### src/rtl/i2s_rx_deserializer.sv
// I2S slave receiver: oversamples SCLK/LRCLK/SDATA in the MCLK domain and emits L/R pairs.
// Latency: outputs update 4 MCLK after the SCLK rise that carries a slot's LSB; no backpressure (pulsed outputs).
module i2s_rx_deserializer #(
  parameter int DATA_WIDTH = 24,
  parameter int SLOT_WIDTH = 32
) (
  input  logic                  MCLK,
  input  logic                  RST,
  input  logic                  SCLK,
  input  logic                  LRCLK,
  input  logic                  SDATA,
  output logic [DATA_WIDTH-1:0] L_DATA,
  output logic [DATA_WIDTH-1:0] R_DATA,
  output logic                  VALID,
  output logic                  FRAME_ERR,
  output logic                  LOCKED
);

  localparam logic [6:0] DW7 = 7'(DATA_WIDTH);
  localparam logic [6:0] SW7 = 7'(SLOT_WIDTH);

  typedef enum logic [1:0] {HUNT, LEFT, RIGHT} state_e;

  state_e state_q, state_d;

  // Bit order in each stage: {SCLK, LRCLK, SDATA}
  logic [2:0] sync1_q, sync2_q, dly_q;
  logic       strobe_q;

  logic                  ws_q, ws_d;
  logic [6:0]            cnt_q, cnt_d;
  logic [DATA_WIDTH-1:0] sh_q, sh_d;
  logic [DATA_WIDTH-1:0] hold_q, hold_d;
  logic                  left_ok_q, left_ok_d;
  logic                  valid_q, valid_d;
  logic                  ferr_q, ferr_d;
  logic                  locked_q, locked_d;
  logic [DATA_WIDTH-1:0] l_data_q, l_data_d;
  logic [DATA_WIDTH-1:0] r_data_q, r_data_d;

  logic       bit_s, ws_s, boundary, slot_ok;
  logic [6:0] cnt_inc;

  assign bit_s    = dly_q[0];
  assign ws_s     = dly_q[1];
  assign boundary = strobe_q && (ws_s != ws_q);
  assign cnt_inc  = (cnt_q == 7'd127) ? 7'd127 : cnt_q + 7'd1;
  // The boundary strobe's bit still belongs to the ending slot, so its length is cnt_inc
  assign slot_ok  = (cnt_inc == SW7);

  always_comb begin
    ws_d  = ws_q;
    cnt_d = cnt_q;
    sh_d  = sh_q;
    if (strobe_q) begin
      ws_d  = ws_s;
      cnt_d = boundary ? 7'd0 : cnt_inc;
      if (cnt_q < DW7) sh_d = (sh_q << 1) | DATA_WIDTH'(bit_s);
    end
  end

  always_ff @(posedge MCLK or negedge RST) begin
    if (!RST) state_q <= HUNT;
    else      state_q <= state_d;
  end

  always_comb begin
    state_d = state_q;
    if (boundary) begin
      case (state_q)
        HUNT:    if (!ws_s) state_d = LEFT;
        LEFT:    state_d = RIGHT;
        RIGHT:   state_d = LEFT;
        default: state_d = HUNT;
      endcase
    end
  end

  always_comb begin
    hold_d    = hold_q;
    left_ok_d = left_ok_q;
    valid_d   = 1'b0;
    ferr_d    = 1'b0;
    locked_d  = locked_q;
    l_data_d  = l_data_q;
    r_data_d  = r_data_q;
    if (boundary) begin
      case (state_q)
        LEFT: begin
          if (slot_ok) begin
            hold_d    = sh_d;
            left_ok_d = 1'b1;
          end else begin
            ferr_d    = 1'b1;
            left_ok_d = 1'b0;
            locked_d  = 1'b0;
          end
        end
        RIGHT: begin
          if (slot_ok && left_ok_q) begin
            l_data_d = hold_q;
            r_data_d = sh_d;
            valid_d  = 1'b1;
            locked_d = 1'b1;
          end else if (!slot_ok) begin
            ferr_d   = 1'b1;
            locked_d = 1'b0;
          end
        end
        default: ;
      endcase
    end
  end

  always_ff @(posedge MCLK or negedge RST) begin
    if (!RST) begin
      sync1_q   <= '0;
      sync2_q   <= '0;
      dly_q     <= '0;
      strobe_q  <= 1'b0;
      ws_q      <= 1'b0;
      cnt_q     <= '0;
      sh_q      <= '0;
      hold_q    <= '0;
      left_ok_q <= 1'b0;
      valid_q   <= 1'b0;
      ferr_q    <= 1'b0;
      locked_q  <= 1'b0;
      l_data_q  <= '0;
      r_data_q  <= '0;
    end else begin
      sync1_q   <= {SCLK, LRCLK, SDATA};
      sync2_q   <= sync1_q;
      dly_q     <= sync2_q;
      strobe_q  <= sync2_q[2] & ~dly_q[2];
      ws_q      <= ws_d;
      cnt_q     <= cnt_d;
      sh_q      <= sh_d;
      hold_q    <= hold_d;
      left_ok_q <= left_ok_d;
      valid_q   <= valid_d;
      ferr_q    <= ferr_d;
      locked_q  <= locked_d;
      l_data_q  <= l_data_d;
      r_data_q  <= r_data_d;
    end
  end

  assign L_DATA    = l_data_q;
  assign R_DATA    = r_data_q;
  assign VALID     = valid_q;
  assign FRAME_ERR = ferr_q;
  assign LOCKED    = locked_q;

endmodule

### config.mk
export PLATFORM = sky130hd
export DESIGN_NAME = i2s_rx_deserializer
export DESIGN_NICKNAME = d
export VERILOG_FILES = /design/src/rtl/i2s_rx_deserializer.sv
export SDC_FILE = /design/constraint.sdc
export NUM_CORES = 1
export LEC_CHECK = 0
export ABC_CLOCK_PERIOD_IN_PS = 2900
export BUFFER_PORTS_ARGS = -buffer_cell sky130_fd_sc_hd__clkbuf_2
export CORE_UTILIZATION = 35
export CTS_BUF_LIST = sky130_fd_sc_hd__clkbuf_16
export DETAILED_ROUTE_END_ITERATION = 12
export GPL_TIMING_DRIVEN = 0
export SLEW_MARGIN = 10
export SYNTH_ARGS = -nofsm -noshare
export SYNTH_HDL_FRONTEND = slang
export SYNTH_SLANG_ARGS = --single-unit
### constraint.sdc
create_clock -name MCLK -period 2.9 [get_ports MCLK]
set_input_delay 0.58 -clock MCLK [delete_from_list [all_inputs] [get_ports MCLK]]
set_output_delay 0.58 -clock MCLK [all_outputs]
set_load 0.02 [all_outputs]
After elaboration in Yosys (flattened, before gate mapping)
Index checks and enable logic that the tools add are counted.

cells by class
  reduce and logical (&&, ||, !) cells = 9
  equality and inequality tests = 6
  $lt $le $gt $ge = 1
  mux-type cells = 17
  bitwise logic cells = 3
  $add $sub $neg = 1

operators with widths
  kind                 count
  $mux 24              2
  $or 24x1->24         1
  $mux 7               2
  $mux 1               9
  $add 7x1->7 const B  1
  $eq 7x6->1 const B   1
  $eq 7x7->1 const B   1
  $lt 7x5->1 const B   1
  $pmux 2 s3           1
  $reduce_and 2->1     3
  $reduce_and 3->1     2
  $pmux 1 s2           2
  $eq 2x1->1 const B   1
  $eq 2x2->1 const B   1
  $logic_and 1x1->1    2
  $logic_not 2->1      1
  $mux 2               1
  $ne 2x2->1 const B   1
  $reduce_bool 2->1    1
  $and 1x1->1          1
  $ne 1x1->1           1
  $not 1->1            1

storage, ports and cells
  register bits after elaboration = 120
  output and inout bits = 51
  input port bits = 5
  word-level logic and storage cells = 52

Logic depth before layout (Yosys ltp)
Gate-level depths: netlist of run 1.

  depth after elaboration = 7
  depth in mapped cells = 9
  mapped depth without buffers = 7

Worst setup path after synthesis of run 1
No wires, ideal clock.

  kind = register to register
  from = register cnt_q[0]
  to = register r_data_q[14] (netlist: R_DATA[14])
  setup time = 0.131 ns
  required time = 2.769 ns
  arrival = 1.992 ns
  path buffers = 2
  path slack = 0.777 ns
  period minus slack after synthesis = 2.123 ns
  stages on the path, launching flop included = 9
  path through = dfrtp_1 ha_1 or3b_1 a211oi_4 o2111ai_2 buf_6 buf_2 nand2_1 o21ai_0

on the way
  longest elaborated chain between the ends = 5
  elaborated cells on any way between the ends = 9
  classes of those cells = add/sub (1); order compare (1); eq/ne (2); mux (3); reduce/logical (2)

ends and longest elaborated chain
  what                                              RTL line  text
  start: declaration                                31        logic [6:0] cnt_q, cnt_d;
  start signal: assignment                          137       cnt_q <= cnt_d;
  $add 7x1->7 / $eq 7x7->1 (equally long branches)  47        assign cnt_inc = (cnt_q == 7'd127) ? 7'd127 : cnt_q + 7'd1;
  $mux 7                                            47
  $eq 7x6->1                                        49        assign slot_ok = (cnt_inc == SW7);
  $logic_and 1x1->1                                 100       if (slot_ok && left_ok_q) begin
  $reduce_and 3->1 (no line)                        -
  end signal: assignment                            145       r_data_q <= r_data_d;
  end: declaration                                  39        logic [DATA_WIDTH-1:0] r_data_q, r_data_d;

Several ways; a longest one is shown, not always the timed one.
A chain may end at the register's enable or synchronous reset.

Final worst setup path of run 1
  from = register cnt_q[0]
  to = register hold_q[16]

on the way
  longest elaborated chain between the ends = 4
  elaborated cells on any way between the ends = 8
  classes of those cells = add/sub (1); order compare (1); eq/ne (2); mux (3); reduce/logical (1)

ends and longest elaborated chain
  what                                              RTL line  text
  $add 7x1->7 / $eq 7x7->1 (equally long branches)  47
  $mux 7                                            47
  $eq 7x6->1                                        49
  $reduce_and 3->1 (no line)                        -
  end signal: assignment                            139       hold_q <= hold_d;
  end: declaration                                  33        logic [DATA_WIDTH-1:0] hold_q, hold_d;

Several ways; a longest one is shown, not always the timed one.

==> results of run 1 <==
==> cells in the final DEF, fill, tap and decap left out, drive strengths merged, types with 2 or more instances in the layout <==
cell type and instances:
a41oi 2, clkbuf 79, nand3 4, o21ai 54, ha 5, mux2 26
nand2 53, a21oi 5, a31oi 2, clkinvlp 2, clkinv 10, inv 37
nor2 6, o21a 2, dfrtp 120, mux2i 26, a211oi 2, xor2 3
o2111ai 2, buf 9, and3 2
==> metrics by stage <==
step                instance area, um2  power (W)  instances
global placement                  5110    0.00231        602
global route                      5650    0.00427        635
detailed placement                5150    0.00234        603
CTS                               5650    0.00411        635
finish                            5650    0.00406        635
floorplan                         4620    0.00219        375
==> power breakdown <==
| group | internal [W] | leakage [nW] | switching (W) | total, W |
|---|---|---|---|---|
| clock network | 0.00106 | 0.258 | 0.000694 | 0.00175 |
| logic | 0.000148 | 1.14 | 0.000256 | 0.000405 |
| registers | 0.00181 | 1.62 | 0.0000963 | 0.00191 |
==> cell type report <==
type	instances	area share
inverter	34	0.0226
timing repair buffer	56	0.0552
tap	172	0.0381
multi-input combinational	206	0.249
buffer	15	0.0151
sequential	120	0.532
clock buffer	17	0.0753
clock inverter	15	0.0129
==> synthesized netlist by cell type (all sizes together), types with 3 or more instances <==
cell type | number | area, um2
a21oi | 5 | 25.0
buf | 8 | 58.8
clkbuf | 7 | 26.3
dfrtp | 120 | 3000
ha | 5 | 62.6
inv | 34 | 128
mux2 | 26 | 308
mux2i | 26 | 260
nand2 | 53 | 199
nand3 | 4 | 20.0
nor2 | 6 | 22.5
o21ai | 54 | 270
xor2 | 3 | 26.3
==> flip-flops by register name, indices dropped and copies added (netlist names) <==
| name | cells |
|---|---|
| strobe_q | 1 |
| sync2_q | 3 |
| left_ok_q | 1 |
| sh_q | 24 |
| ws_q | 1 |
| FRAME_ERR | 1 |
| dly_q | 3 |
| hold_q | 24 |
| LOCKED | 1 |
| sync1_q | 3 |
| L_DATA | 24 |
| cnt_q | 7 |
| VALID | 1 |
| state_q | 2 |
| R_DATA | 24 |
==> per-layer routing <==
metal / vias up / wire length [um]
met5: - / 0
met4: 0 / 110
met3: 10 / 389
met2: 64 / 4540
met1: 1474 / 4200
li1: 1411 / -
==> critical path, cell delays in order (launching register included) <==
cell and delay, ns:
dfrtp_1 0.42, ha_1 0.33, or3b_1 0.40, a211oi_4 0.29, o2111ai_1 0.45, buf_2 0.36
nand2_1 0.08, o21ai_0 0.09
==> path summary, 6_finish.rpt <==
path / endpoint / from / depth (start not counted) / slack [ns]
min in group MCLK: sync1_q[2]$_DFF_PN0_ / SCLK / 1 / 0.28
worst max-delay path: hold_q[16]$_DFFE_PN0P_ / cnt_q[0]$_DFFE_PN0P_ / 7 / 0.33
max in group asynchronous: R_DATA[3]$_DFFE_PN0P_ / RST / 2 / 2.13
worst min-delay path: L_DATA[19]$_DFFE_PN0P_ / RST / 1 / 0.06
worst max register to register: hold_q[16]$_DFFE_PN0P_ / cnt_q[0]$_DFFE_PN0P_ / 7 / 0.33
worst min register to register: sync2_q[0]$_DFF_PN0_ / sync1_q[0]$_DFF_PN0_ / 0 / 0.35
==> cells by family (layout without fill, tap and decap cells) <==
kind of cell	after synthesis	count (layout)	synth area share
XOR/XNOR	4	4	0.00758
adder cells (fa/ha/maj)	5	5	0.0135
buffers and inverters	49	137	0.0460
AO/OA/AOI/OAI	74	74	0.0939
flip-flops	120	120	0.650
AND/OR/NAND/NOR	71	71	0.0663
multiplexers	52	52	0.123
==> flow_summary.toml, run 1 <==
[pwr]
p_per_area_nw_per_um2 = 719
p_leak_nw = 3.02
peakVddDrop_uv = 297

[hold_path]
hold_class = "input port to asynchronous set/reset pin"

[synthesis]
synthCells = 375
synth-edff-count = 0
ys_seq_area_frac = 0.650
synth_nets = 385
synthDistinctLibCells = 36
avgSynthCellArea_um2 = 12.3
synth_area_um2 = 4620
synth_seq_cells = 120
synth_flop_cell = "dfrtp_1"
yosysWarnings = 0
async_reset_ff_frac = 1.00

[worst_setup_path]
worstSetupPathType = "register to register"
end_kind = "register"
cp_data_required_time_ns = 3.16
cp_max_fo = 10
cp_data_arrival_time_ns = 2.83
startpoint_type = "register"

[grt]
grt_max_degree = 92
grt-ovfl-total = 0
grt_util_met1 = 0.201
first_global_vias = 2952
top_usage_layer = "met2"
antenna_found_initial = 0
grt_usage = 0.151
globalRouteMet2Util = 0.235
grt_use_met3 = 0.0402
grt_pass1_wl_um = 15300

[floorplan]
ios = 56
core_region_area_um2 = 12700
die_h_um = 117
die_area_um2 = 13700
initial_core_util = 0.363
die_x_um = 117
placementRows = 41

[final_layout]
nFillCells = 1215
drive_gt1_frac = 0.259
num_antenna_cells = 0
utilization = 0.444
seq_area_um2 = 3000
multi_input_area_um2 = 1410
syn_to_final_growth_pct = 22.2
nets = 460

[detailed_routing]
drtPass1Iterations = 4
drt_iter0_markers = 152
wl_per_cell_um = 14.5
num_vias = 2959
final_antenna_net_count = 0
totalWireLength_um = 9240
drc = 0
drt-vias-per-instance = 4.66

[clocking]
cts_resized = 0
cts_hold_buf = 0
clockBufferDepth = 2
post-cts-setup-buffers = 0
numClockSinks = 120
clkSlewWorstSetupHoldPaths_ns = 0.05
worstSkewPairLatency_ns = 0.40
cts_made_buffers = 17
cts_root_buf = "clkbuf_16"
cts_tree = "yes"
htreeDepth = 4

[timing]
setup_tns_ns = 0
min_period_ns = 2.57
fin_worst_skew_ns = 0.00895
relSlewSlack = 0.483
rsz0062_at_grt = "false"
layout_setup_ws_ns = 0.328
finalHoldViolations = 0
min_period_over_period = 0.887
setup_violations = 0
max_freq_mhz = 389
worst_pin_slew_ns = 0.774
drv_slew = 0
fin_hold_ws_ns = 0.0634

[placement]
place.gp.congestion = 0.818
io_buffers = 55
dp_hpwl_um = 6230
post-place-ws_ns = 0.348

[status]
outcome = "finished, final reports clean"

[flow_run]
cap_violations = 0
Power figures use the tool's default switching activity.
==> inputs of run 2 (changes only) <==
--- a/config.mk
+++ b/config.mk
@@ -5,7 +5,7 @@
 export SDC_FILE = /design/constraint.sdc
 export NUM_CORES = 1
 export LEC_CHECK = 0
-export ABC_CLOCK_PERIOD_IN_PS = 2900
+export ABC_CLOCK_PERIOD_IN_PS = 2300
 export BUFFER_PORTS_ARGS = -buffer_cell sky130_fd_sc_hd__clkbuf_2
 export CORE_UTILIZATION = 35
 export CTS_BUF_LIST = sky130_fd_sc_hd__clkbuf_16
==> constraint.sdc (replaced) <==
create_clock -name MCLK -period 2.3 [get_ports MCLK]
set_input_delay 0.46 -clock MCLK [delete_from_list [all_inputs] [get_ports MCLK]]
set_output_delay 0.46 -clock MCLK [all_outputs]
set_load 0.005 [all_outputs]
==> flow_summary.toml, run 2 (synthesis results as in run 1) <==
[timing]
max_freq_mhz = 444
finalHoldViolations = 0
relSlewSlack = 0.506
min_period_ns = 2.25
setup_violations = 0
drv_slew = 0
layout_setup_ws_ns = 0.0492
setup_tns_ns = 0
fin_worst_skew_ns = 0.00921
min_period_over_period = 0.979
worst_pin_slew_ns = 0.736

[final_layout]
layout_common_cells = "120 x dfrtp_1, 58 x clkbuf_2, 53 x nand2_1"
syn_to_final_growth_pct = 24.8
final_common_cell = "dfrtp_1"
utilization = 0.453
fin_cells = 640
nets = 465
drive_gt1_frac = 0.288
num_antenna_cells = 0

[floorplan]
die_x_um = 117
ios = 56
die_area_um2 = 13700
initial_core_util = 0.363
placementRows = 41
die_h_um = 117
core_region_area_um2 = 12700

[placement]
io_buffers = 55
place.gp.congestion = 0.818
place_inst = 603
post-place-ws_ns = -0.252
dp_hpwl_um = 6230

[worst_setup_path]
end_kind = "register"
critPathBufInv = 2
cp_max_fo = 10
crit_slowest_cell = "dfrtp_1"
crit_chain = "ha_4 > or3b_4 > a211oi_4 > buf_6 > o2111ai_4 > buf_6 > mux2_4"
worstSetupPathType = "register to register"
cp_data_arrival_time_ns = 2.53
startpoint_type = "register"
cp_data_required_time_ns = 2.58
slowest_delay_ns = 0.42
path_delay_family = "flip-flops"
crit_path_frequent_cell = "buf_6"

[pwr]
seq_power_share = 0.461
switching_share = 0.259
peakVddDrop_uv = 374
p_leak_nw = 3.06
combPwrFrac = 0.117
power_switching_w = 0.00135
p_per_area_nw_per_um2 = 905
p_int_w = 0.00386
clkPwrFrac = 0.422

[clocking]
clkSlewWorstSetupHoldPaths_ns = 0.05
cts_made_buffers = 17
htreeDepth = 4
numClockSinks = 120
cts_tree = "yes"
cts_root_buf = "clkbuf_16"
worstSkewPairLatency_ns = 0.40
clockBufferDepth = 2

[grt]
antenna_found_initial = 0
grt_pass1_wl_um = 15400
grt_usage = 0.153
grt_max_degree = 92
first_global_vias = 2964
grt-ovfl-total = 0

[status]
outcome = "finished, final reports clean"

[detailed_routing]
wl_per_cell_um = 14.7
drt-vias-per-instance = 4.71
drt_iter0_markers = 162
num_vias = 3014
final_antenna_net_count = 0
totalWireLength_um = 9420
drtPass1Iterations = 4
drc = 0

[flow_run]
cap_violations = 0

[hold_path]
hold_class = "input port to register"
==> run 2: path summary, 6_finish.rpt <==
| kind | startpoint | end | slack (ns) | cells after the start |
|---|---|---|---|---|
| worst max-delay path | cnt_q[1]$_DFFE_PN0P_ | L_DATA[17]$_DFFE_PN0P_ | 0.05 | 7 |
| worst min-delay path | SCLK | sync1_q[2]$_DFF_PN0_ | 0.17 | 1 |
| worst max register to register | cnt_q[1]$_DFFE_PN0P_ | L_DATA[17]$_DFFE_PN0P_ | 0.05 | 7 |
| worst min register to register | sync1_q[0]$_DFF_PN0_ | sync2_q[0]$_DFF_PN0_ | 0.35 | 0 |
| max in group asynchronous | RST | R_DATA[3]$_DFFE_PN0P_ | 1.08 | 3 |
| min in group asynchronous | RST | L_DATA[19]$_DFFE_PN0P_ | 0.52 | 2 |
==> run 2: stage by stage <==
| stage | instance area [um2] | hold slack [ns] | power (W) |
|---|---|---|---|
| after floorplan | 4620 | 0.164 | 0.00276 |
| after global placement | 5110 | 0.333 | 0.00291 |
| after detailed placement | 5150 | 0.335 | 0.00295 |
| after CTS | 5740 | 0.144 | 0.00526 |
| after global routing | 5770 | 0.152 | 0.00549 |
| final | 5770 | 0.165 | 0.00522 |
==> run 2: area by class of cell <==
class	instances	area, um2
fill	1204	6960
clock inverter	15	72.6
buffer	15	97.6
inverter	34	128
tap	172	215
timing repair buffer	61	353
sequential	120	3000
clock buffer	17	425
multi-input combinational	206	1470
==> run 2: metal layers <==
metal,GRT usage,vias to the layer above,wire length (um)
li1,-,1429,-
met1,0.202,1510,4320
met2,0.240,66,4630
met3,0.0402,9,370
met4,0.0658,0,99
met5,0,-,0
==> run 2: repair_timing <==
| action | CTS | global route |
|---|---|---|
| hold endpoints to repair | 29 | 0 |
| pin swaps | 2 | 0 |
| endpoints found under the setup margin | 42 | 59 |
| buffers inserted | 3 | 0 |
| cloned | 1 | 0 |
| hold buffers | 1 | 0 |
| gates resized for setup | 11 | 11 |
==> run 2: power by group through the flow <==
stage | combinational, W | sequential, W | clock (W)
global placement | 0.000481 | 0.00243 | 0
finish | 0.000611 | 0.00240 | 0.00220
floorplan | 0.000359 | 0.00240 | 0
CTS | 0.000599 | 0.00239 | 0.00226
detailed placement | 0.000509 | 0.00244 | 0
global route | 0.000695 | 0.00242 | 0.00237
==> inputs of run 3 (changes only) <==
--- a/config.mk
+++ b/config.mk
@@ -5,6 +5,7 @@
 export SDC_FILE = /design/constraint.sdc
 export NUM_CORES = 1
 export LEC_CHECK = 0
+export ABC_AREA = 1
 export ABC_CLOCK_PERIOD_IN_PS = 2300
 export BUFFER_PORTS_ARGS = -buffer_cell sky130_fd_sc_hd__clkbuf_2
 export CORE_UTILIZATION = 35
==> flow_summary.toml, run 3 <==
[grt]
grt_usage = 0.151
grt-ovfl-total = 0
antenna_found_initial = 0
top_usage_layer = "met2"
globalRouteMet2Util = 0.218
grt_util_met1 = 0.210
grt_use_met3 = 0.0455
grt_pass1_wl_um = 18600
first_global_vias = 3724
grt_max_degree = 97

[synthesis]
synth_top_family_by_area = "simple AND/OR/NAND/NOR gates"
synth-edff-count = 0
ys_seq_area_frac = 0.572
synthSimpleGateAreaFrac = 0.196
synth_area_um2 = 5250
async_reset_ff_frac = 1.00
synth_commonest_cells = "180 x inv_1, 171 x nand2_1, 120 x dfrtp_1, 51 x nand3_1, 43 x o21ai_0"
avgSynthCellArea_um2 = 8.15
synth_seq_cells = 120
synth_area_leaders = "dfrtp_1 57%, inv_1 13%, nand2_1 12%"
synthXorXnorAreaFrac = 0
synth_flop_cell = "dfrtp_1"
yosysMostFrequentCell = "inv_1"
synth_nets = 654
synth_compound_gate_area_share = 0.0613
synthCells = 644
synthMuxAreaShare = 0
synth_area_leader_cell = "dfrtp_1"
synth_top_cell_area_share = 0.572
synthDistinctLibCells = 24
yosysWarnings = 0
synthAdderAreaFrac = 0.0119

[placement]
dp_hpwl_um = 7370
place_inst = 884
io_buffers = 55
place.gp.congestion = 0.742

[timing]
setup_violations = 0
drv_slew = 0
max_freq_mhz = 479
setup_tns_ns = 0
rsz0062_at_grt = "false"
finalHoldViolations = 0
fin_worst_skew_ns = 0.00548
min_period_over_period = 0.907
fin_hold_ws_ns = 0.148
worst_pin_slew_ns = 0.542
relSlewSlack = 0.635
min_period_ns = 2.09

[floorplan]
ios = 56
die_x_um = 124
initial_core_util = 0.360
die_area_um2 = 15500
die_h_um = 124
core_region_area_um2 = 14600
placementRows = 44

[worst_setup_path]
cp_max_fo = 10
cp_data_arrival_time_ns = 2.37
r2r_cells = 12
startpoint_type = "register"
crit_slowest_cell = "dfrtp_1"
crit_chain = "ha_2 > nand3_2 > nand2_1 > nand2_1 > nor2_1 > nand2_1 > nor2_4 > nand2_2 > buf_4 > buf_6 > nand2_1 > o21ai_1"
cp_data_required_time_ns = 2.58
rr_startpoint = "cnt_q[1]$_DFFE_PN0P_"
slowest_delay_ns = 0.40
r2r_end = "hold_q[7]$_DFFE_PN0P_"
endpoint = "hold_q[7]$_DFFE_PN0P_"
crit_path_frequent_cell = "nand2_1"
ff2ff_setup_slack_ns = 0.21
worstSetupPathType = "register to register"
startpoint = "cnt_q[1]$_DFFE_PN0P_"
end_kind = "register"

[flow_run]
cap_violations = 0

[final_layout]
fin_cells = 918
layout_common_cells = "180 x inv_1, 171 x nand2_1, 120 x dfrtp_1"
nFillCells = 1458
final_common_cell = "inv_1"
drive_gt1_frac = 0.154
num_antenna_cells = 0
nets = 731
syn_to_final_growth_pct = 21.7

[detailed_routing]
drt_iter0_markers = 163
drc = 0
wl_per_cell_um = 11.5
num_vias = 3859
final_antenna_net_count = 0
totalWireLength_um = 10600
drt-vias-per-instance = 4.20
drtPass1Iterations = 4

[status]
outcome = "finished, final reports clean"

[pwr]
p_leak_nw = 3.68
p_per_area_nw_per_um2 = 819
peakVddDrop_uv = 379

[clocking]
worstSkewPairLatency_ns = 0.41
cts_made_buffers = 17
htreeDepth = 4
cts_tree = "yes"
cts_root_buf = "clkbuf_16"
clockBufferDepth = 2
numClockSinks = 120
clkSlewWorstSetupHoldPaths_ns = 0.06

[hold_path]
hold_class = "input port to register"
## run 3: cell types whose count changed after synthesis, moves of 4 or more
cell     previous run  this run
inv_1              34       180
nand2_1            53       171
nand3_1             4        51
mux2i_1            26         0
mux2_2             22         0
nor2_1              6        19
o21ai_0            52        43
o21ai_1             2        10
buf_2               5        11
mux2_4              4         0
o22ai_1             1         5
## run 3: how the worst min path moves through the flow
| stage | startpoint | end | slack [ns] | depth (start not counted) |
|---|---|---|---|---|
| global route | SDATA | sync1_q[0]$_DFF_PN0_ | 0.14 | 1 |
| finish | SDATA | sync1_q[0]$_DFF_PN0_ | 0.15 | 1 |
| global placement | sync1_q[2]$_DFF_PN0_ | sync2_q[2]$_DFF_PN0_ | 0.33 | 0 |
| floorplan | RST | FRAME_ERR$_DFF_PN0_ | 0.16 | 0 |
| CTS | SDATA | sync1_q[0]$_DFF_PN0_ | 0.13 | 1 |
| detailed placement | sync2_q[0]$_DFF_PN0_ | dly_q[0]$_DFF_PN0_ | 0.34 | 0 |
## run 3: cell type report
type | instances | area, um2 | share of cell area
Sequential cell | 120 | 3000 | 0.470
Inverter | 181 | 679 | 0.106
Buffer | 26 | 160 | 0.0251
Tap cell | 184 | 230 | 0.0360
Clock buffer | 17 | 425 | 0.0666
Clock inverter | 15 | 136 | 0.0213
Multi-Input combinational cell | 317 | 1430 | 0.223
Timing Repair Buffer | 58 | 329 | 0.0515
## run 3: layer usage
layer  vias up  part of all wire
met4         0             0.017
li1       2045                 -
met2        66              0.42
met1      1734              0.52
met3        14             0.041
met5         -                 0
## run 3: cells by family (layout without fill, tap and decap cells)
kind of cell | after synthesis | after routing
AND/OR/NAND/NOR | 250 | 250
buffers and inverters | 207 | 297
flip-flops | 120 | 120
AO/OA/AOI/OAI | 62 | 62
adder cells (fa/ha/maj) | 5 | 5
## run 3: stage by stage
| step | utilization | cell area, um2 | power (W) | setup WS, ns |
|---|---|---|---|---|
| finish | 0.438 | 6390 | 0.00523 | 0.214 |
| detailed placement | 0.397 | 5790 | 0.00276 | 0.174 |
| global placement | 0.394 | 5750 | 0.00274 | -1.10 |
| global route | 0.438 | 6390 | 0.00550 | 0.0273 |
| CTS | 0.436 | 6360 | 0.00530 | 0.138 |
| floorplan | - | 5250 | 0.00261 | 0.527 |
## run 3: critical path: cells and delay by family, from the launching register on
family          cells  cell delay [ns]
buf+inv             2             0.34
flops               1             0.40
simple gates        8             0.91
compound gates      1             0.06
fa+ha+maj           1             0.23
## run 3: what timing repair did
item,in CTS,in global routing
hold buffers,1,0
resized for setup,0,9
buffers inserted,0,1
setup endpoints to repair,0,36
hold endpoints to repair,24,0
## run 3: report_power, final
group,switching (W),internal (W)
Clock,0.000935,0.00157
Combinational,0.000293,0.000132
Sequential,0.0000662,0.00224
Total,0.00129,0.00394
